### config.mk
export PLATFORM = sky130hd
export DESIGN_NAME = fc_weight_sequencer_flat
export DESIGN_NICKNAME = d
export VERILOG_FILES = /design/src/rtl/fc_pkg.sv /design/src/rtl/fc_weight_sequencer_if.sv /design/src/rtl/fc_mac_unit.sv /design/src/rtl/fc_weight_sequencer.sv /design/src/flat_wrapper.sv
export SDC_FILE = /design/constraint.sdc
export NUM_CORES = 1
export LEC_CHECK = 0
export ABC_AREA = 1
export BUFFER_PORTS_ARGS = -buffer_cell sky130_fd_sc_hd__buf_2
export CORE_ASPECT_RATIO = 2
export CORE_MARGIN = 4
export CORE_UTILIZATION = 66
export CTS_CLUSTER_SIZE = 40
export DETAILED_ROUTE_END_ITERATION = 10
export HOLD_SLACK_MARGIN = 0.05
export MAX_ROUTING_LAYER = met4
export PLACE_DENSITY = 0.95
export REMOVE_ABC_BUFFERS = 1
export SLEW_MARGIN = 20
export SYNTH_ARGS = -nofsm -noshare
export SYNTH_HDL_FRONTEND = slang
export SYNTH_HIERARCHICAL = 1
export SYNTH_SLANG_ARGS = --single-unit
### constraint.sdc
create_clock -name clk -period 14.59 [get_ports clk]
set_input_delay 0.7295 -clock clk [delete_from_list [all_inputs] [get_ports clk]]
set_output_delay 0.7295 -clock clk [all_outputs]
set_load 0.05 [all_outputs]
### src/rtl/fc_pkg.sv
// Shared types for the fully-connected weight sequencer: FSM state encoding
// and the default accumulator width.
package fc_pkg;
  typedef enum logic [1:0] {IDLE, FETCH, DRAIN, EMIT} fc_state_e;
  localparam int FC_ACC_W = 32;
endpackage

### src/rtl/fc_weight_sequencer_if.sv
// Bus bundle for fc_weight_sequencer: control handshake, weight/activation
// memory read ports and the result stream.
interface fc_weight_sequencer_if
  import fc_pkg::*;
#(
  parameter int NUM_IN  = 400,
  parameter int NUM_OUT = 120,
  parameter int ACC_W   = FC_ACC_W
) ();
  localparam int AW = $clog2(NUM_IN*NUM_OUT);
  localparam int IW = $clog2(NUM_IN);
  localparam int JW = $clog2(NUM_OUT);

  logic                    start;
  logic                    busy;
  logic                    done;
  logic [AW-1:0]           rom_addr;
  logic signed [7:0]       rom_q;
  logic [IW-1:0]           act_addr;
  logic signed [7:0]       act_q;
  logic                    out_valid;
  logic                    out_ready;
  logic signed [ACC_W-1:0] out_data;
  logic [JW-1:0]           out_idx;

  modport master (
    input  start, rom_q, act_q, out_ready,
    output busy, done, rom_addr, act_addr, out_valid, out_data, out_idx
  );
  modport slave (
    output start, rom_q, act_q, out_ready,
    input  busy, done, rom_addr, act_addr, out_valid, out_data, out_idx
  );
endinterface

### src/rtl/fc_mac_unit.sv
// Signed 8x8 multiply-accumulate; the 16-bit product is sign-extended and the
// accumulator wraps. clear wins over enable.
module fc_mac_unit
  import fc_pkg::*;
#(
  parameter int ACC_W = FC_ACC_W
) (
  input  logic                    clk,
  input  logic                    rst,
  input  logic                    clear,
  input  logic                    enable,
  input  logic signed [7:0]       a,
  input  logic signed [7:0]       b,
  output logic signed [ACC_W-1:0] acc
);
  logic signed [15:0] prod;

  assign prod = a * b;

  always_ff @(posedge clk) begin
    if (rst || clear) acc <= '0;
    else if (enable)  acc <= acc + ACC_W'(prod);
  end
endmodule

### src/rtl/fc_weight_sequencer.sv
// Walks the weight matrix one neuron at a time, streams each dot product out
// with a valid/ready handshake. Define FC_RELU_EN to clamp results at zero.
module fc_weight_sequencer
  import fc_pkg::*;
#(
  parameter int NUM_IN  = 400,
  parameter int NUM_OUT = 120,
  parameter int ACC_W   = FC_ACC_W
) (
  input logic clk,
  input logic rst,
  fc_weight_sequencer_if.master bus
);
  localparam int AW = $clog2(NUM_IN*NUM_OUT);
  localparam int IW = $clog2(NUM_IN);
  localparam int JW = $clog2(NUM_OUT);
  localparam logic [IW-1:0] I_LAST = IW'(NUM_IN-1);
  localparam logic [JW-1:0] J_LAST = JW'(NUM_OUT-1);

  fc_state_e               state, nxt;
  logic [IW-1:0]           i;
  logic [JW-1:0]           j;
  logic [AW-1:0]           base;
  logic [AW-1:0]           rom_addr;
  logic [IW-1:0]           act_addr;
  logic                    mac_vld;
  logic                    done;
  logic                    accept, xfer, last_i, last_j, mac_clr;
  logic signed [ACC_W-1:0] acc;

  // A start landing on the done cycle would otherwise re-launch immediately.
  assign accept  = (state == IDLE) && bus.start && !done;
  assign xfer    = (state == EMIT) && bus.out_ready;
  assign last_i  = (i == I_LAST);
  assign last_j  = (j == J_LAST);
  assign mac_clr = accept || (xfer && !last_j);

  always_ff @(posedge clk) begin
    if (rst) state <= IDLE;
    else     state <= nxt;
  end

  always_comb begin
    nxt = state;
    case (state)
      IDLE:  if (accept) nxt = FETCH;
      FETCH: if (last_i) nxt = DRAIN;
      DRAIN: nxt = EMIT;
      EMIT:  if (xfer)   nxt = last_j ? IDLE : FETCH;
    endcase
  end

  // Address registers are loaded one edge ahead so each FETCH cycle presents
  // base+i; they are left untouched outside FETCH.
  always_ff @(posedge clk) begin
    if (rst) begin
      i        <= '0;
      j        <= '0;
      base     <= '0;
      rom_addr <= '0;
      act_addr <= '0;
      mac_vld  <= 1'b0;
      done     <= 1'b0;
    end else begin
      mac_vld <= (state == FETCH);
      done    <= xfer && last_j;
      case (state)
        IDLE: if (accept) begin
          i        <= '0;
          j        <= '0;
          base     <= '0;
          rom_addr <= '0;
          act_addr <= '0;
        end
        FETCH: if (!last_i) begin
          i        <= i + IW'(1);
          rom_addr <= base + AW'(i) + AW'(1);
          act_addr <= i + IW'(1);
        end
        EMIT: if (xfer && !last_j) begin
          j        <= j + JW'(1);
          i        <= '0;
          base     <= base + AW'(NUM_IN);
          rom_addr <= base + AW'(NUM_IN);
          act_addr <= '0;
        end
        default: ;
      endcase
    end
  end

  fc_mac_unit #(.ACC_W(ACC_W)) u_mac (
    .clk    (clk),
    .rst    (rst),
    .clear  (mac_clr),
    .enable (mac_vld),
    .a      (bus.rom_q),
    .b      (bus.act_q),
    .acc    (acc)
  );

  assign bus.busy      = (state != IDLE);
  assign bus.done      = done;
  assign bus.rom_addr  = rom_addr;
  assign bus.act_addr  = act_addr;
  assign bus.out_valid = (state == EMIT);
  assign bus.out_idx   = j;
`ifdef FC_RELU_EN
  assign bus.out_data  = acc[ACC_W-1] ? '0 : acc;
`else
  assign bus.out_data  = acc;
`endif
endmodule

### src/flat_wrapper.sv
// flat-port wrapper written by rule: the top's interface ports become plain ports
module fc_weight_sequencer_flat import fc_pkg::*;
#(
  parameter int NUM_IN  = 400,
  parameter int NUM_OUT = 120,
  parameter int ACC_W   = FC_ACC_W
)
  (clk, rst, bus_start, bus_rom_q, bus_act_q, bus_out_ready, bus_busy, bus_done, bus_rom_addr, bus_act_addr, bus_out_valid, bus_out_data, bus_out_idx);
  fc_weight_sequencer_if #(.NUM_IN(NUM_IN), .NUM_OUT(NUM_OUT), .ACC_W(ACC_W)) bus_i ();
  input logic clk;
  input logic rst;
  input wire logic [$bits(bus_i.start)-1:0] bus_start;
  input wire logic [$bits(bus_i.rom_q)-1:0] bus_rom_q;
  input wire logic [$bits(bus_i.act_q)-1:0] bus_act_q;
  input wire logic [$bits(bus_i.out_ready)-1:0] bus_out_ready;
  output wire logic [$bits(bus_i.busy)-1:0] bus_busy;
  output wire logic [$bits(bus_i.done)-1:0] bus_done;
  output wire logic [$bits(bus_i.rom_addr)-1:0] bus_rom_addr;
  output wire logic [$bits(bus_i.act_addr)-1:0] bus_act_addr;
  output wire logic [$bits(bus_i.out_valid)-1:0] bus_out_valid;
  output wire logic [$bits(bus_i.out_data)-1:0] bus_out_data;
  output wire logic [$bits(bus_i.out_idx)-1:0] bus_out_idx;
  assign bus_i.start = bus_start;
  assign bus_i.rom_q = bus_rom_q;
  assign bus_i.act_q = bus_act_q;
  assign bus_i.out_ready = bus_out_ready;
  assign bus_busy = bus_i.busy;
  assign bus_done = bus_i.done;
  assign bus_rom_addr = bus_i.rom_addr;
  assign bus_act_addr = bus_i.act_addr;
  assign bus_out_valid = bus_i.out_valid;
  assign bus_out_data = bus_i.out_data;
  assign bus_out_idx = bus_i.out_idx;
  fc_weight_sequencer #(.NUM_IN(NUM_IN), .NUM_OUT(NUM_OUT), .ACC_W(ACC_W)) u_core (.clk(clk), .rst(rst), .bus(bus_i));
endmodule
Word-level counts from Yosys, hierarchy flattened
Cells that the tools add are included.

Bits in registers: 84. Logic and storage cells: 58.

$add $sub $neg: 6. Multiply operators: 1. Eq/ne operators: 10. Muxes and demuxes: 17. Reductions and logical operators: 16.

Operators by type and width (count): 16-bit 2-to-1 mux (3); 16-bit one-hot mux with 3 select lines (1); 32-bit by 16-bit adder with 32-bit output (1); 16-bit one-hot mux with 2 select lines (1); 9-bit 2-to-1 mux (3); 9-bit one-hot mux with 3 select lines (1); 16-bit by 1-bit adder with 16-bit output, second input constant (1); 16-bit by 9-bit adder with 16-bit output (1); 16-bit by 9-bit adder with 16-bit output, second input constant (1); 8-bit by 8-bit multiplier with 16-bit output (1); 7-bit 2-to-1 mux (2); 7-bit one-hot mux with 2 select lines (1); 9-bit by 1-bit adder with 9-bit output, second input constant (1); 9-bit equality test, second input constant (1); 2-bit by 1-bit inequality test with 1-bit output, second input constant (4); 2-bit one-hot mux with 4 select lines (1); 7-bit by 1-bit adder with 7-bit output, second input constant (1); 7-bit equality test, second input constant (1); 2-bit 2-to-1 mux (3); 3-bit AND reduction (2); 1-bit logical AND (5); 2-bit equality test, second input constant (2); 4-bit AND reduction (1); 2-bit nonzero test (2); 7 further kinds (9).

Depth between registers and ports, before layout
Gate-level depths: netlist (run 1).

Depth after elaboration: 5. Gate-level depth with buffers: 24.

By module
The synthesis (run 1) kept the hierarchy.

By module, submodules not included: fc_mac_unit (instances 1, cells an instance 1010, area an instance 7457.2 µm², sequential area each 640.6 µm²); fc_weight_sequencer (instances 1, cells an instance 488, area an instance 3029.2 µm², sequential area each 960.9 µm²).

Worst setup path after synthesis (run 1)
Ideal clock, no wire load.

Path type: input port to flip-flop. From: input bus_act_q[2]. To: register u_core.u_mac.acc[31]. Setup time: 0.109 ns. Arrival time: 5.504 ns. Slack: 8.977 ns. Stages: 21. Cell sequence: clkbuf_1 > nand2_1 > inv_1 > fa_1 > inv_1 > fa_1 > inv_1 > fa_1 > fa_1 > ha_1 > ha_1 > nand2_2 > inv_2 > a21oi_1 > nand3_1 > nand2_1 > nand2_1 > nand2_1 > nand3_1 > nand2_1 > inv_1.

Cells in the longest elaborated chain, start to end: 2.

RTL lines: from (decl) (line flat_wrapper.sv:14) `input wire logic [$bits(bus_i.act_q)-1:0] bus_act_q;`; 8-bit by 8-bit multiplier with 16-bit output (line fc_mac_unit.sv:18) `assign prod = a * b;`; 32-bit by 16-bit adder with 32-bit output (line fc_mac_unit.sv:22) `else if (enable) acc <= acc + ACC_W'(prod);`; to (signal assigned) (line fc_mac_unit.sv:22); to (decl) (line fc_mac_unit.sv:14) `output logic signed [ACC_W-1:0] acc`.

Every way passes these cells. A chain may end at the register's enable or synchronous reset.

Worst setup path in the final report (run 1)
From: input bus_act_q[2]. To: register u_core.u_mac.acc[26].

Same word-level chain as after synthesis.

==> metrics.csv, run 1 <==
metric;value;unit
Max Cap Viol;0;
die width;97.1;um
Final Hold Viols;0;
Final nets;1799;
most frequent cells in the layout;nand2_1 (428), inv_1 (285), nor2_1 (152), fa_1 (136), buf_2 (86);
Routed WL;30500;um
first-pass GRT wire length;49000;um
syn_area_per_cell;7.00;um2
Least-Margin Pin Slew;896;ps
most common cell after layout, fill and taps aside;nand2_1;
Global Route met2 Usage;67.8;%
RePlAce Congestion;1.02;
#FFs+latches synth;80;
Layout area overhead;7.73;%
post-CTS setup buffers;0;
Die Y-Extent;186;um
Slew headroom;40.2;%
CP most frequent cell;inv_1;
cell area after synthesis;0.0105;mm2
initial antenna violation count;0;
Min-Delay Path Class;flip-flop to flip-flop;
CTS resizes;0;
initial core utilization;66.8;%
post-synthesis sequential area ratio;15.3;%
H-tree depth;3;
max incr delay on CP;730;ps
via count;9889;
synthesized netlist cell count;1498;
n_diodes;0;
critical path data required time;14840;ps
clock latency on the worst-skew pair;350;ps
Distinct cells, synth;36;
GR Overflow Total;0;
worst reg2reg path depth;22;
worst hold stages;2;
drt wl/cell;17.3;um
Synth Flop Type;dfxtp_1;
met3 Use GR;4.78;%
crit share post-route;40.7;%
post-layout util;72.0;%
Slew Limit Fails;0;
CP Max Fanout;13;
layout cells sized above 1;9.46;%
post-DP HPWL;24900;um
Syn. warnings;6;
Post-synth EDFFs;0;
DRT antenna net count;0;
Setup-failing EPs final;0;
vias per cell;5.60;
Max Clock Skew;9.92;ps
M1 GR Usage;27.8;%
clock buffer count from CTS;9;
CTS tree;built;
post-cts hold buffer count;0;
DIE AREA;0.0181;mm2
vias in the first global route;10600;
Hold Slack;449;ps
CP max-delay cell;inv_1;
area share of the largest cell type after synthesis;26.0;%
maximum clock rate;0.168;GHz
drt drc;0;
CP Capture Type;flip-flop;
Worst-path clk slew;60;ps
WP data arrival;6190;ps
total core area;0.0157;mm2
largest net degree at the start of global routing;44;
total track usage;35.8;%
startpoint types;input port;
Final min period;5940;ps
Initial DRT Pass Iterations;5;
Critical Path, Cell by Cell;buf_2 -> nand2_1 -> inv_1 -> fa_1 -> inv_1 -> fa_1 -> inv_1 -> fa_1 -> fa_1 -> ha_1 -> ha_1 -> nand2_1 -> inv_1 -> nand2_1 -> nor3_1 -> nand3_1 -> nand4_1 -> nand3_1 -> nand2_1 -> inv_1;
post-synth top area cell;fa_1;
Synth async-reset ratio;0;%
Setup CP Type;input port to flip-flop;
I/O pins;87;
row count;65;
RSZ-0062 raised after global routing;false;
synth top area cells;fa_1 (26%), nand2_1 (15%), dfxtp_1 (15%), inv_1 (10%), ha_1 (9.9%);
clk buf depth;2;
Sink Count;80;
GRT busiest layer;met2;
Port Buffers;86;
setup TNS;0;ps
root buffer cell;clkbuf_16;
status;complete, no violations;
Starting DRT DRC Count;488;
[flip-flops by register name (all words and copies together), names as in the netlist]
signal	flops
u_core/bus.done	1
u_core/bus.out_idx	7
u_core/u_mac/acc	32
u_core/mac_vld	1
u_core/base	12
u_core/state	2
u_core/bus.rom_addr	16
u_core/bus.act_addr	9
[synth_stat cells (11+ instances only)]
master	count
o21ai_1	11
nand3_1	82
nand4_1	13
dfxtp_1	80
nor2_1	152
nand2_1	428
o21ai_0	38
xor2_1	17
inv_1	285
ha_1	83
clkbuf_1	31
inv_2	12
a21oi_1	61
fa_1	136
[layer usage]
layer / wire length, um / up-vias
li1: - / 4653
met1: 8860 / 4623
met2: 16800 / 412
met3: 1430 / 201
met4: 3370 / 0
met5: 0 / -
[critical path, delay by kind of cell]
family / cells / cell delay, ps
buf+inv: 6 / 1450
simple gates: 8 / 1160
fa+ha+maj: 6 / 2830
[cell families after synthesis]
logic type / synth area share (%)
and+or+nand+nor: 28.7
AOI/OAI and AO/OA: 5.83
DFF: 15.3
xor gates and xnor gates: 1.84
buffers and inverters: 12.5
adders and majority gates: 35.9
[final cells by class]
class | instances | area, um2
multi-input combinational | 1080 | 7580
fill | 1314 | 4400
sequential | 80 | 1600
inverter | 298 | 1120
timing repair buffer | 91 | 468
tap | 201 | 251
clock buffer | 11 | 243
clock inverter | 5 | 38.8
[per-stage QoR]
step / instances / area (um2) / worst slack (ps)
floorplan: 1458 / 10300 / 9220
global placement: 1750 / 11000 / 8480
detailed placement: 1750 / 11000 / 8310
CTS: 1766 / 11300 / 8680
global route: 1766 / 11300 / 8240
finish: 1766 / 11300 / 8650
[path summary, 6_finish.rpt]
path / startpoint / endpoint / slack (ps)
worst max-delay path: bus_act_q[2] / u_core/u_mac/acc[26]$_SDFFE_PP0P_ / 8650
worst min-delay path: u_core/bus.rom_addr[3]$_SDFFE_PP0P_ / u_core/bus.rom_addr[3]$_SDFFE_PP0P_ / 450
worst max register to register: u_core/u_mac/acc[6]$_SDFFE_PP0P_ / u_core/u_mac/acc[18]$_SDFFE_PP0P_ / 9870
worst min register to register: u_core/bus.rom_addr[3]$_SDFFE_PP0P_ / u_core/bus.rom_addr[3]$_SDFFE_PP0P_ / 450
Power of run 1 is not shown: default switching activity piles up to over one toggle a cycle in this logic, so the estimate is an artifact.
==> run 2: changes to the inputs <==
Settings changed: ABC_AREA 1 to 0, CORE_UTILIZATION 66 to 62, PLACE_DENSITY 0.95 to 0.93.
Clock period 14.59 ns to 6.1 ns, I/O delays scaled along.
==> run 2 against run 1 <==
Critical path type unchanged. Sequential share of layout area increased by 1.4 points. Sequential cell count unchanged. Non-clock buffer count increased by 6.
==> metrics.csv, run 2 <==
metric;value;unit;change
vias in the first global route;8775;;was 10,600
Sink Count;80;;unchanged
H-tree depth;3;;unchanged
most common cell after layout, fill and taps aside;fa_1;;was nand2_1
largest registers;u_core/u_mac/acc (32), u_core/bus.rom_addr (16), u_core/base (12);;unchanged
Final nets;1316;;was 1,799
total track usage;32.7;%;was 35.8%
Max Cap Viol;0;;unchanged
crit share post-route;94.5;%;
Syn. warnings;6;;unchanged
Final Cell Area;0.0103;mm2;was 0.0113 mm2
count leader, synth;fa_1;;was nand2_1
Synth Flop Type;dfxtp_1;;unchanged
startpoint types;input port;;unchanged
Starting DRT DRC Count;488;;unchanged
CTS resizes;0;;unchanged
maximum clock rate;0.173;GHz;
drt wl/cell;20.3;um;was 17.3 um
post-DP HPWL;20600;um;was 24,900 um
vias per cell;6.25;;was 5.60
Worst-path clk slew;70;ps;was 60 ps
root buffer cell;clkbuf_16;;unchanged
layout cells sized above 1;12.2;%;was 9.46%
total core area;0.0148;mm2;was 0.0157 mm2
clk buf depth;2;;unchanged
Max Clock Skew;9.57;ps;was 9.92 ps
post-CTS setup buffers;0;;unchanged
initial core utilization;63.3;%;was 66.8%
RSZ-0062 raised after global routing;false;;unchanged
Setup-failing EPs final;0;;unchanged
max incr delay on CP;610;ps;was 730 ps
Critical Path, Cell by Cell;buf_2 -> nand2_1 -> inv_1 -> fa_1 -> inv_1 -> fa_1 -> clkinvlp_4 -> fa_1 -> fa_1 -> ha_1 -> ha_1 -> nand2_1 -> o21ai_0 -> o41ai_2 -> nand3b_1 -> o21ai_2 -> o21ai_1 -> xnor2_1 -> a21oi_1 -> a31o_2;;was buf_2 -> nand2_1 -> inv_1 -> fa_1 -> inv_1 -> fa_1 -> inv_1 -> fa_1 -> fa_1 -> ha_1 -> ha_1 -> nand2_1 -> inv_1 -> nand2_1 -> nor3_1 -> nand3_1 -> nand4_1 -> nand3_1 -> nand2_1 -> inv_1
CP Buf/Inv Count;4;;was 6
WP data arrival;6010;ps;was 6190 ps
delay-heaviest family, CP;adder cells;;unchanged
Largest register FFs;32;;unchanged
Slew headroom;33.6;%;was 40.2%
Post-synth EDFFs;0;;unchanged
most frequent cells in the layout;fa_1 (136), inv_1 (102), buf_2 (86), ha_1 (83), nor2_1 (81);;was nand2_1 (428), inv_1 (285), nor2_1 (152), fa_1 (136), buf_2 (86)
CTS tree;built;;unchanged
drt drc;0;;unchanged
CP Capture Type;flip-flop;;unchanged
Slew Limit Fails;0;;unchanged
area share of the largest cell type after synthesis;29.0;%;was 26.0%
clock buffer count from CTS;9;;unchanged
DIE AREA;0.0173;mm2;was 0.0181 mm2
Commonest cells post-synth;fa_1 (136), inv_1 (104), ha_1 (83);;was nand2_1 (428), inv_1 (285), nor2_1 (152)
via count;7987;;was 9,889
Initial DRT Pass Iterations;6;;was 5
Distinct cells, synth;70;;was 36
synthesized netlist cell count;1009;;was 1,498
n_diodes;0;;unchanged
Port Buffers;86;;unchanged
cell area after synthesis;0.00939;mm2;was 0.0105 mm2
CP most frequent cell;fa_1;;was inv_1
clock latency on the worst-skew pair;350;ps;about the same
Final min period;5770;ps;
syn_area_per_cell;9.30;um2;was 7.00 um2
Min-Delay Path Class;input port to flip-flop;;was flip-flop to flip-flop
synth top area cells;fa_1 (29%), dfxtp_1 (17%), ha_1 (11%), inv_1 (4.2%), nor2_1 (3.2%);;was fa_1 (26%), nand2_1 (15%), dfxtp_1 (15%), inv_1 (10%), ha_1 (9.9%)
I/O pins;87;;unchanged
die width;95;um;was 97.1 um
Die Y-Extent;182;um;was 186 um
#FFs+latches synth;80;;unchanged
setup TNS;0;ps;unchanged
Synth async-reset ratio;0;%;unchanged
post-cts hold buffer count;0;;unchanged
largest net degree at the start of global routing;46;;was 44
post-synthesis sequential area ratio;17.1;%;was 15.3%
DRT antenna net count;0;;unchanged
GR Overflow Total;0;;unchanged
Post-DP Area;0.00997;mm2;was 0.0110 mm2
critical path data required time;6340;ps;was 14,840 ps
Routed WL;25900;um;was 30,500 um
first-pass GRT wire length;42300;um;was 49,000 um
Final Hold Viols;0;;unchanged
CP max-delay cell;fa_1;;was inv_1
Layout area overhead;9.79;%;was 7.73%
Top reg by flops;u_core/u_mac/acc;;unchanged
post-synth top area cell;fa_1;;unchanged
initial antenna violation count;0;;unchanged
CP Max Fanout;8;;was 13
status;complete, no violations;;unchanged
Least-Margin Pin Slew;989;ps;was 896 ps
row count;63;;was 65
RePlAce Congestion;0.963;;was 1.02
Setup CP Type;input port to flip-flop;;unchanged
run 2: cell count changes in the layout (fill, tap and decap cells not counted), sizes merged, moves of 29 or more:
cell / change
inv: -193
and2: +30
nor2: -82
nand2: -362
nand3: -62
xnor2: +29
run 2: worst register-to-register path: stages, from the launching register on:
cell and delay (ps):
dfxtp_1 370, inv_1 90, fa_1 550, inv_1 60
fa_1 520, inv_1 60, fa_1 490, inv_1 60
fa_1 450, fa_1 450, ha_1 360, a21oi_1 200
o21ai_1 130, o21bai_1 200, a21oi_1 140, o21ai_2 300
o21ai_1 160, xnor2_1 320, a21oi_1 160, a31o_2 270
run 2: cells by family after synthesis:
| logic type | after synthesis | synth area share [%] |
|---|---|---|
| and+or+nand+nor | 305 | 16.3 |
| adders and majority gates | 219 | 40.1 |
| AOI/OAI and AO/OA | 187 | 13.5 |
| buffers and inverters | 147 | 6.11 |
| DFF | 80 | 17.1 |
| xor gates and xnor gates | 43 | 4.01 |
| muxes | 28 | 3.00 |
run 2: area by class of cell:
class,count,area [um2]
fill,1118,4520
timing repair buffer,97,513
clock inverter,7,86.3
tap,195,244
sequential,80,1600
multi-input combinational,782,7220
clock buffer,9,225
inverter,107,409
run 2: final timing paths:
check	start	cells after the start	to	slack [ps]
min reg2reg	u_core/bus.rom_addr[3]$_SDFFE_PP0P_	2	u_core/bus.rom_addr[3]$_SDFFE_PP0P_	450
max reg2reg	u_core/u_mac/acc[6]$_SDFFE_PP0P_	19	u_core/u_mac/acc[31]$_SDFFE_PP0P_	660
min	bus_out_ready	3	u_core/bus.done$_SDFF_PP0_	220
max	bus_act_q[2]	20	u_core/u_mac/acc[31]$_SDFFE_PP0P_	330
run 2: layer usage:
metal | GRT usage [%] | up-vias | part of all wire, %
met4 | 26.1 | 0 | 8.4
met1 | 28.7 | 3872 | 31
met3 | 4.93 | 150 | 5.0
met5 | - | - | 0
met2 | 59.1 | 378 | 56
li1 | - | 3587 | -
run 2: stage by stage:
stage                     instances  utilization (%)  worst slack (ps)  hold WS, ps
after floorplan                 969                -               496          372
after global placement         1261             67.3               280          438
after detailed placement       1261             67.3              56.1          444
after CTS                      1277             69.4               210          210
after global routing           1277             69.5              8.58          230
final                          1277             69.5               334          223
Power of run 2 is left out for the same reason.
==> run 3: changes to the inputs <==
Settings changed: CORE_UTILIZATION 62 to 56, PLACE_DENSITY 0.93 to 0.89.
Clock period 6.1 ns to 5.05 ns, I/O delays scaled along.
==> run 3 against run 2 <==
The run now ends with setup timing left. Cell count rose by 8.0%. Worst hold slack worse by 35 ps. Register-to-register slack worse by 610 ps. Sequential cell count unchanged. Setup slack got worse by 430 ps. Wire length up 17%. Cell area increased by 11%. Global-route usage down 2.3 points. Via count rose by 10%. Count of clock-buffer cells in the layout is 1 higher. Core utilization up 0.41 points. Critical path type unchanged. Critical endpoint unchanged.
==> metrics.csv, run 3 (synthesized netlist as in run 2, its figures left out) <==
metric;value;unit;change
failing checks;setup timing;;
Sink Count;80;;unchanged
Final Hold Viols;0;;unchanged
Port Buffers;86;;unchanged
Initial DRT Pass Iterations;5;;was 6
post-DP HPWL;21500;um;was 20,600 um
most frequent cells in the layout;fa_1 (132), inv_1 (102), buf_4 (98), buf_2 (86), dfxtp_1 (78);;was fa_1 (136), inv_1 (102), buf_2 (86), ha_1 (83), nor2_1 (81)
n_diodes;0;;unchanged
most common cell after layout, fill and taps aside;fa_1;;unchanged
Final nets;1409;;was 1,316
Max Cap Viol;0;;unchanged
Largest register FFs;32;;unchanged
clock buffer count from CTS;9;;unchanged
RePlAce Congestion;0.995;;was 0.963
crit path launch;bus_act_q[6];;was bus_act_q[2]
Min-Delay Path Class;input port to flip-flop;;unchanged
total track usage;30.5;%;was 32.7%
maximum clock rate;0.195;GHz;
Routed WL;30300;um;was 25,900 um
die width;99.5;um;was 95 um
DRT antenna net count;0;;unchanged
post-layout util;69.9;%;was 69.5%
initial core utilization;57.4;%;was 63.3%
total core area;0.0164;mm2;was 0.0148 mm2
Setup-failing EPs final;4;;was 0
drt wl/cell;22.0;um;was 20.3 um
WP data arrival;5390;ps;was 6010 ps
largest registers;u_core/u_mac/acc (32), u_core/bus.rom_addr (16), u_core/base (12);;unchanged
vias in the first global route;9039;;was 8,775
drt drc;0;;unchanged
Final min period;5140;ps;
Least-Margin Pin Slew;1110;ps;was 989 ps
largest net degree at the start of global routing;46;;unchanged
clock latency on the worst-skew pair;360;ps;was 350 ps
GR Overflow Total;0;;unchanged
Setup CP Type;input port to flip-flop;;unchanged
row count;66;;was 63
first-pass GRT wire length;44100;um;was 42,300 um
final critical-path setup slack;-90.8;ps;was 334 ps
Worst-path clk slew;60;ps;was 70 ps
root buffer cell;clkbuf_16;;unchanged
CP Capture Type;flip-flop;;unchanged
CTS tree;built;;unchanged
initial antenna violation count;0;;unchanged
layout cells sized above 1;24.0;%;was 12.2%
DIE AREA;0.0190;mm2;was 0.0173 mm2
critical path data required time;5300;ps;was 6340 ps
Layout area overhead;21.9;%;was 9.79%
startpoint types;input port;;unchanged
I/O pins;87;;unchanged
clk buf depth;2;;unchanged
Slew Limit Fails;0;;unchanged
CP Max Fanout;5;;was 8
crit share post-route;102;%;
RR Startpoint;u_core/u_mac/acc[6]$_SDFFE_PP0P_;;unchanged
Slew headroom;25.8;%;was 33.6%
Die Y-Extent;191;um;was 182 um
Max Clock Skew;8.80;ps;was 9.57 ps
Worst Hold Launch;bus_out_ready;;unchanged
via count;8782;;was 7,987
Top reg by flops;u_core/u_mac/acc;;unchanged
H-tree depth;3;;unchanged
vias per cell;6.37;;was 6.25
Starting DRT DRC Count;565;;was 488
status;complete, but fails checks;;was complete, no violations
post-cts hold buffer count;0;;unchanged
==> run 3: metal layers <==
metal	part of all wire [%]	GRT usage [%]	vias up
li1	-	-	3776
met1	31	27.5	4280
met2	54	56.7	505
met3	6.1	4.20	221
met4	9.3	21.4	0
met5	0	-	-
==> run 3: critical path, cell delays in order <==
cell	delay (ps)
buf_2	150
and2_1	220
o21bai_1	180
ha_1	330
inv_1	80
fa_2	510
buf_4	160
buf_4	180
fa_1	590
inv_1	70
fa_1	490
ha_1	330
ha_4	300
o21ai_1	80
a21boi_2	260
nand4_1	170
a21oi_2	190
o21ai_2	110
o21ai_2	200
xnor2_2	160
a21oi_1	120
a31o_2	270
==> run 3: repair_timing <==
action / in CTS / in global routing
resized for setup: 11 / 60
pin swaps: 9 / 35
gates cloned: 0 / 0
endpoints found under the hold margin: 0 / 0
buffers inserted: 5 / 4
setup endpoints to repair: 5 / 18
==> run 3: stage by stage <==
| stage | hold slack, ps | instances | instance area (um2) | TNS (ps) | worst slack, ps |
|---|---|---|---|---|---|
| 2_1_floorplan | 319 | 969 | 9210 | -4230 | -501 |
| 3_3_place_gp | 438 | 1354 | 10600 | -1940 | -367 |
| 3_5_place_dp | 447 | 1354 | 10600 | -3540 | -519 |
| 4_1_cts | 179 | 1375 | 11000 | 0 | 11.8 |
| 5_1_grt | 200 | 1379 | 11400 | -959 | -209 |
| 6_report | 188 | 1379 | 11400 | -157 | -90.8 |
==> run 3: final timing paths <==
check / end / slack [ps] / depth (start not counted)
max: u_core/u_mac/acc[31]$_SDFFE_PP0P_ / -90 / 22
min: u_core/bus.done$_SDFF_PP0_ / 190 / 3
max reg2reg: u_core/u_mac/acc[31]$_SDFFE_PP0P_ / 50 / 19
min reg2reg: u_core/bus.rom_addr[3]$_SDFFE_PP0P_ / 450 / 2
==> run 3: layout make-up <==
| class | count | area (um2) |
|---|---|---|
| Tap cell | 204 | 255 |
| Inverter | 107 | 405 |
| Timing Repair Buffer | 190 | 1260 |
| Sequential cell | 80 | 1600 |
| Multi-Input combinational cell | 782 | 7620 |
| Clock buffer | 10 | 239 |
| Fill cell | 1112 | 4910 |
| Clock inverter | 6 | 48.8 |
Power of run 3 is left out for the same reason.
